File: src/rtl/multicycle_control_unit.sv
// Multicycle FSM controller for a MIPS-style datapath. It sequences fetch, decode, execute, memory and writeback,
// times out stalled memory accesses, and counts retired instructions.
module multicycle_control_unit #(
  parameter int ENABLE_JUMP = 1,
  parameter int MEM_TIMEOUT = 15,
  parameter int CNT_W       = 16
) (
  input  logic             clk,
  input  logic             rst,
  input  logic [5:0]       instrOpCode,
  input  logic [5:0]       instrFunct,
  input  logic             memReady,
  output logic             pcWrite,
  output logic             irWrite,
  output logic             iorD,
  output logic             beq,
  output logic             jump,
  output logic             shift,
  output logic             aluSrc,
  output logic             regDst,
  output logic             memToReg,
  output logic             regWrite,
  output logic             memWrite,
  output logic             memRead,
  output logic             loadFullWord,
  output logic             loadSigned,
  output logic             illegal,
  output logic             busError,
  output logic [CNT_W-1:0] retired,
  output logic [2:0]       state
);

  typedef enum logic [2:0] {
    S_FETCH  = 3'd0,
    S_DECODE = 3'd1,
    S_EXEC   = 3'd2,
    S_MEM    = 3'd3,
    S_WB     = 3'd4,
    S_HALT   = 3'd5
  } state_t;

  localparam logic [5:0] OP_R    = 6'h00;
  localparam logic [5:0] OP_J    = 6'h02;
  localparam logic [5:0] OP_BEQ  = 6'h04;
  localparam logic [5:0] OP_ADDI = 6'h08;
  localparam logic [5:0] OP_LH   = 6'h21;
  localparam logic [5:0] OP_LW   = 6'h23;
  localparam logic [5:0] OP_LHU  = 6'h25;
  localparam logic [5:0] OP_SW   = 6'h2B;

  localparam int WAIT_W = (MEM_TIMEOUT < 1) ? 1 : $clog2(MEM_TIMEOUT + 1);
  localparam logic [WAIT_W-1:0] TMO_LAST = (MEM_TIMEOUT > 0) ? WAIT_W'(MEM_TIMEOUT - 1) : '0;

  state_t             state_q, state_d;
  logic [5:0]         op_q, fn_q;
  logic [WAIT_W-1:0]  wait_q;
  logic [CNT_W-1:0]   retired_q;
  logic               illegal_q, busError_q;

  function automatic logic op_legal(input logic [5:0] op);
    case (op)
      OP_R, OP_ADDI, OP_LW, OP_LH, OP_LHU, OP_SW, OP_BEQ: op_legal = 1'b1;
      OP_J:    op_legal = (ENABLE_JUMP != 0);
      default: op_legal = 1'b0;
    endcase
  endfunction

  function automatic logic fn_legal(input logic [5:0] fn);
    case (fn)
      6'h00, 6'h02, 6'h20, 6'h22, 6'h24, 6'h25, 6'h2A: fn_legal = 1'b1;
      default: fn_legal = 1'b0;
    endcase
  endfunction

  logic dec_illegal, is_load, is_sw, is_r, is_addi, is_beq, is_j, wait_st, tmo_hit;

  // Legality is judged on the live fields in DECODE; everything later uses the latched copies.
  assign dec_illegal = !op_legal(instrOpCode) || ((instrOpCode == OP_R) && !fn_legal(instrFunct));
  assign is_load = (op_q == OP_LW) || (op_q == OP_LH) || (op_q == OP_LHU);
  assign is_sw   = (op_q == OP_SW);
  assign is_r    = (op_q == OP_R);
  assign is_addi = (op_q == OP_ADDI);
  assign is_beq  = (op_q == OP_BEQ);
  assign is_j    = (op_q == OP_J);
  assign wait_st = (state_q == S_FETCH) || (state_q == S_MEM);
  assign tmo_hit = (MEM_TIMEOUT > 0) && wait_st && !memReady && (wait_q == TMO_LAST);

  always_comb begin
    state_d = state_q;
    case (state_q)
      S_FETCH:  if (memReady) state_d = S_DECODE;
                else if (tmo_hit) state_d = S_HALT;
      S_DECODE: state_d = dec_illegal ? S_HALT : S_EXEC;
      S_EXEC:   if (is_beq || is_j) state_d = S_FETCH;
                else if (is_load || is_sw) state_d = S_MEM;
                else state_d = S_WB;
      S_MEM:    if (memReady) state_d = is_load ? S_WB : S_FETCH;
                else if (tmo_hit) state_d = S_HALT;
      S_WB:     state_d = S_FETCH;
      S_HALT:   state_d = S_HALT;
      default:  state_d = S_FETCH;
    endcase
    if (rst) state_d = S_FETCH;
  end

  always_ff @(posedge clk) begin
    state_q <= state_d;
    if (rst) begin
      op_q       <= '0;
      fn_q       <= '0;
      wait_q     <= '0;
      retired_q  <= '0;
      illegal_q  <= 1'b0;
      busError_q <= 1'b0;
    end else begin
      if (state_q == S_DECODE) begin
        op_q <= instrOpCode;
        fn_q <= instrFunct;
      end
      // Any state change clears the wait count, so it always starts at zero on entry to FETCH or MEM.
      if (state_d != state_q) wait_q <= '0;
      else if (wait_st && !memReady && (wait_q != '1)) wait_q <= wait_q + 1'b1;
      if ((state_d == S_FETCH) && ((state_q == S_EXEC) || (state_q == S_MEM) || (state_q == S_WB))
          && (retired_q != '1))
        retired_q <= retired_q + 1'b1;
      if ((state_q == S_DECODE) && (state_d == S_HALT)) illegal_q <= 1'b1;
      if (wait_st && (state_d == S_HALT)) busError_q <= 1'b1;
    end
  end

  always_comb begin
    pcWrite = 1'b0; irWrite = 1'b0; iorD = 1'b0; beq = 1'b0; jump = 1'b0; shift = 1'b0;
    aluSrc = 1'b0; regDst = 1'b0; memToReg = 1'b0; regWrite = 1'b0; memWrite = 1'b0;
    memRead = 1'b0; loadFullWord = 1'b0; loadSigned = 1'b0;
    if (!rst) begin
      case (state_q)
        S_FETCH: begin
          memRead = 1'b1;
          irWrite = memReady;
          pcWrite = memReady;
        end
        S_EXEC: begin
          aluSrc  = is_addi || is_load || is_sw;
          regDst  = !(is_addi || is_load || is_sw);
          shift   = is_r && ((fn_q == 6'h00) || (fn_q == 6'h02));
          beq     = is_beq;
          jump    = is_j;
          pcWrite = is_j;
        end
        S_MEM: begin
          iorD         = 1'b1;
          memRead      = is_load;
          memWrite     = is_sw;
          loadFullWord = (op_q == OP_LW);
          loadSigned   = (op_q == OP_LW) || (op_q == OP_LH);
        end
        S_WB: begin
          regWrite     = 1'b1;
          memToReg     = is_load;
          regDst       = is_r;
          loadFullWord = (op_q == OP_LW);
          loadSigned   = (op_q == OP_LW) || (op_q == OP_LH);
        end
        default: ;
      endcase
    end
  end

  assign illegal  = illegal_q;
  assign busError = busError_q;
  assign retired  = retired_q;
  assign state    = state_q;

endmodule

File: config.mk
export PLATFORM = sky130hd
export DESIGN_NAME = multicycle_control_unit
export DESIGN_NICKNAME = d
export VERILOG_FILES = /design/src/rtl/multicycle_control_unit.sv
export SDC_FILE = /design/constraint.sdc
export NUM_CORES = 1
export LEC_CHECK = 0
export BUFFER_PORTS_ARGS = -buffer_cell sky130_fd_sc_hd__buf_2
export CORE_ASPECT_RATIO = 0.9
export CORE_MARGIN = 2
export CORE_UTILIZATION = 33
export DETAILED_ROUTE_END_ITERATION = 12
export HOLD_SLACK_MARGIN = 0.08
export RECOVER_POWER = 50
export SYNTH_ARGS = -nofsm -noshare
export SYNTH_HDL_FRONTEND = slang
export SYNTH_SLANG_ARGS = --single-unit
File: constraint.sdc
create_clock -name clk -period 5.2 [get_ports clk]
set_input_delay 0 -clock clk [delete_from_list [all_inputs] [get_ports clk]]
set_output_delay 0 -clock clk [all_outputs]
set_load 0.02 [all_outputs]
Word level (Yosys, flattened, before mapping)
Index checks and enable logic that the tools add are counted.
{"block": "totals", "regBits": 37, "output_inout_bits": 35, "elab_cells": 113}
{"block": "op_classes", "addsub": 2, "n_eq_ne": 31, "n_mux": 39, "reduce_logical": 34}
{"cell": "$eq 6x6->1 const B", "count": 13}
{"cell": "$mux 1", "count": 27}
{"cell": "$eq 6x2->1 const B", "count": 4}
{"cell": "$logic_not 6->1", "count": 4}
{"cell": "$mux 3", "count": 8}
{"cell": "$add 16x1->16 const B", "count": 1}
{"cell": "$ne 16x16->1 const B", "count": 1}
{"cell": "$pmux 3 s5", "count": 1}
{"cell": "$eq 6x3->1 const B", "count": 2}
{"cell": "$eq 6x4->1 const B", "count": 2}
{"cell": "$logic_or 1x1->1", "count": 11}
{"cell": "$eq 3x3->1 const B", "count": 3}
{"cell": "$logic_and 1x1->1", "count": 9}
{"cell": "$reduce_or 8->1", "count": 1}
{"cell": "$reduce_or 7->1", "count": 1}
{"cell": "$eq 3x2->1 const B", "count": 2}
{"cell": "$logic_not 3->1", "count": 2}
{"cell": "$pmux 1 s2", "count": 3}
{"cell": "$add 4x1->4 const B", "count": 1}
{"cell": "$eq 4x4->1 const B", "count": 1}
{"cell": "$logic_not 1->1", "count": 4}
{"cell": "$ne 4x4->1 const B", "count": 1}
{"cell": "$reduce_or 2->1", "count": 2}
{"cell": "$eq 3x1->1 const B", "count": 1}
{"cell": "$ne 3x3->1", "count": 1}

Depth between registers and ports, before layout
{"block": "logic_depth", "word_depth": 12, "mapped_depth": 9, "ltp_nobuf": 8}

Least setup slack after synthesis
Ideal clock, no wire load.
{"block": "synth_path", "path_kind": "register to register", "startpoint": "register state_q[0] (netlist: state[0])", "endpoint": "register retired_q[7] (netlist: retired[7])", "setup_time_ns": 0.123, "arrival_ns": 2.355, "required_time_ns": 5.077, "slack_ns": 2.722, "path_stages_with_launch": 9, "path_cell_list": "dfxtp_1 buf_6 nor2_2 nand2_2 a222oi_1 nand2_2 buf_4 nor3_2 mux2_1"}
{"block": "synth_between", "elab_chain_cells": 11, "elab_cells_between_ends": 19, "classes_between": "eq/ne (5); mux (5); reduce/logical (9)"}
{"element": "from (decl)", "line_no": "54", "source": "state_t state_q, state_d;"}
{"element": "from (signal assigned)", "line_no": "107", "source": "state_q <= state_d;"}
{"element": "$eq 3x2->1 / $logic_not 3->1 (equally long branches)", "line_no": "85, 90, 123"}
{"element": "$logic_or 1x1->1", "line_no": "85", "source": "assign wait_st = (state_q == S_FETCH) || (state_q == S_MEM);"}
{"element": "$logic_and 1x1->1 (2 in series)", "line_no": "86", "source": "assign tmo_hit = (MEM_TIMEOUT > 0) && wait_st && !memReady && (wait_q == TMO_LAST);"}
{"element": "$mux 3", "line_no": "92, 98"}
{"element": "$mux 3, on equally long branches", "line_no": "97, 91"}
{"element": "$pmux 3 s5", "line_no": "90", "source": "case (state_q)"}
{"element": "$mux 3", "line_no": "103", "source": "if (rst) state_d = S_FETCH;"}
{"element": "$logic_not 3->1", "line_no": "123", "source": "if ((state_d == S_FETCH) && ((state_q == S_EXEC) || (state_q == S_MEM) || (state_q == S_WB))"}
{"element": "$logic_and 1x1->1 (*)", "line_no": "123"}
{"element": "$logic_and 1x1->1 (*)", "line_no": "124", "source": "&& (retired_q != '1))"}
{"element": "to (signal assigned)", "line_no": "125", "source": "retired_q <= retired_q + 1'b1;"}
{"element": "to (decl)", "line_no": "57", "source": "logic [CNT_W-1:0] retired_q;"}
Every way passes the cells marked *; elsewhere a longest branch is shown, timed or not.
A chain may end at the register's enable or synchronous reset.

Final worst setup path
{"block": "layout_path", "startpoint": "register state_q[0] (netlist: state[0])", "endpoint": "register retired_q[14] (netlist: retired[14])"}
The elaborated chain is that of the path after synthesis.

==> results.sh <==
export IMPL_worstSetupPathType="reg2reg"
export IMPL_drive_above_1_share_pct=10.9
export IMPL_grt_max_degree=44
export IMPL_ios=50
export IMPL_async_flop_share_pct=0
export IMPL_antenna_cells=0
export IMPL_period_minus_slack_ns=3.03
export IMPL_crit_path_cell_trace="nor2_1, nand2_1, a222oi_1, nand2_2, or4_1, a21oi_1"
export IMPL_layoutNonFillerInstCount=418
export IMPL_power_density_nw_per_um2=251
export IMPL_grt_pass1_wl_um=9270
export IMPL_cts_root_buf="clkbuf_8"
export IMPL_synth_fp_nets=298
export IMPL_cts_buffers=5
export IMPL_grt_pass1_vias=1970
export IMPL_worst_pin_slew_ns=0.998
export IMPL_critPathArrivalTime_ns=3.26
export IMPL_avgRoutedWirePerCell_um=13.8
export IMPL_status="complete, no violations"
export IMPL_clkTransAtPathRegs_ns=0.08
export IMPL_cp_start_kind="flip-flop"
export IMPL_htree_levels=2
export IMPL_rsz0062_at_grt="no"
export IMPL_portBuffers=49
export IMPL_dpl_hpwl_um=4150
export IMPL_synth_largest_area_cell="dfxtp_1"
export IMPL_ys_flop_type="dfxtp_1"
export IMPL_initial_core_util_pct=34.5
export IMPL_crit_path_end_kind="flip-flop"
export IMPL_tritoncts="yes"
export IMPL_fmax_mhz=330
export IMPL_cp_max_fo=16
export IMPL_hold_ws_ns=0.246
export IMPL_area_growth_pct=20.4
export IMPL_grt_usage_pct=16.5
export IMPL_hold_violations=0
export IMPL_slowest_delay_ns=0.93
export IMPL_avgViaCountPerCell=5.35
export IMPL_relSlewSlack_pct=33.5
export IMPL_core_area_sq_um=6220
export IMPL_syn_area_sq_um=2140
export IMPL_postCtsSetupRepairBufs=0
export IMPL_clk_latency_ns=0.29
export IMPL_rows=27
export IMPL_p_leak_uw=0.000915
export IMPL_place_inst=399
export IMPL_first_iter_violations=112
export IMPL_globalplace_congestion=0.870
export IMPL_num_nets_final=348
export IMPL_finalSetupViolations=0
export IMPL_crit_slowest_cell="a222oi_1"
export IMPL_netlist_instances=280
export IMPL_yosysWarnings=0
export IMPL_antenna_found_initial=0
export IMPL_gr_total_overflow=0
export IMPL_die_x_um=89.0
export IMPL_regArea_sq_um=721
export IMPL_multi_input_area_sq_um=1310
export IMPL_ir_drop_mv=0.126
export IMPL_vias=2235
export IMPL_ys_types=56
export IMPL_drc=0
export IMPL_timing_final_crit_share_pct=58.3
export IMPL_ys_ff_latch=36
export IMPL_routed_wl_um=5760
export IMPL_synth_seq_area_share_pct=33.6
export IMPL_finalMaxSlewViolations=0
export IMPL_synthTopCellsByArea="dfxtp_1, a21oi_1, nand2_1, nand3_1, nor2_1"
export IMPL_hold_buffers=11
export IMPL_drt_first_pass_iters=4
export IMPL_yosysTopAreaCellShare_pct=33.6
export IMPL_die_y_um=80.5
export IMPL_postRouteAntennaNets=0
export IMPL_cts_resized=0
export IMPL_cts_buffer_depth=2
export IMPL_syn_avg_cell_area_sq_um=7.66
export IMPL_finalClockSkew_ns=0.00741
export IMPL_finalSetupTns_ns=0
export IMPL_synth_edf_count=0
export IMPL_num_fill_cells=701
export IMPL_crit_required_ns=5.42
export IMPL_clock_sinks=36
export IMPL_fp_dieArea_sq_um=7160
export IMPL_cap_violations=0
export IMPL_hp_class="in2reg"
export IMPL_rrSetupSlack_ns=2.17
-- worst max-delay path: cells and delay by family (launching register included) --
kind	cells	cell delay [ns]
AND/OR/NAND/NOR	4	1.47
flip-flops	1	0.42
AO/OA/AOI/OAI	2	1.08
-- path summary, 6_finish.rpt --
kind,cells past startpoint,to,startpoint
max,6,retired[14],state[0]
min,5,busError,memReady
max reg2reg,6,retired[14],state[0]
min reg2reg,2,fn_q[0],fn_q[0]
-- routing by layer --
| metal | part of all wire [%] | vias to the layer above | global-route usage, % |
|---|---|---|---|
| met2 | 45 | 53 | 25.4 |
| met1 | 48 | 1044 | 22.8 |
| met5 | 0 | - | 0 |
| met3 | 4.8 | 9 | 3.39 |
| li1 | - | 1129 | - |
| met4 | 1.7 | 0 | 5.52 |
-- Yosys cell counts, drive strengths merged (3+ instances only) --
cell type and count:
a21oi 36, and2 3, and3 10, buf 8, clkbuf 9, dfxtp 36, ha 3, inv 5
mux2 3, nand2 33, nand3 16, nand4 3, nor2 22, nor2b 8, nor3 10, nor4 5
o21a 3, o21ai 11, o31ai 5, or3 7, or4 5, xnor2 4
-- state kept, by name, summed over array words and instances, names as in the netlist --
name,flops
retired,16
illegal,1
busError,1
fn_q,5
op_q,6
wait_q,4
state,3
-- kinds of logic after synthesis --
group	after synthesis	synth area share, %
flip-flops	36	33.6
AO/OA/AOI/OAI	73	20.8
AND/OR/NAND/NOR	136	34.0
multiplexers	5	2.51
XOR/XNOR	4	1.63
adder cells (fa/ha/maj)	4	2.22
buffers and inverters	22	5.19
-- through the flow --
stage	total power [uW]	utilization [%]	area, sq um	setup WS [ns]
3_3_place_gp	400	38.7	2410	2.37
2_1_floorplan	376	-	2140	2.72
4_1_cts	658	42.2	2620	2.26
5_1_grt	684	41.5	2580	1.74
6_report	647	41.5	2580	2.17
3_5_place_dp	402	38.7	2410	2.26
-- layout by cell type (no fill, tap or decap), types with 9 or more instances in the layout --
cell type      Yosys  layout
a21oi_1           36      36
dfxtp_1           36      36
nand2_1           31      32
clkbuf_1           9      31
nor2_1            21      22
buf_2              2      19
nand3_1           16      16
dlygate4sd3_1      0      11
and3_1            10      10
nor3_1             9       9
-- report_power, final --
group	total (uW)	switching, uW	internal (uW)	leakage (uW)
combinational	101	63.7	37.7	0.000568
sequential	298	12.5	286	0.000292
clock	248	105	142	0.0000552
total	647	182	466	0.000915
-- area by class of cell --
type                            count  share of cell area, %
Tap cell                           87                   4.22
Timing Repair Buffer               60                   12.3
Clock inverter                      2                   1.36
Sequential cell                    36                   27.9
Clock buffer                        6                   2.81
Inverter                            5                  0.727
Multi-Input combinational cell    222                   50.7
Power figures use the tool's default switching activity.
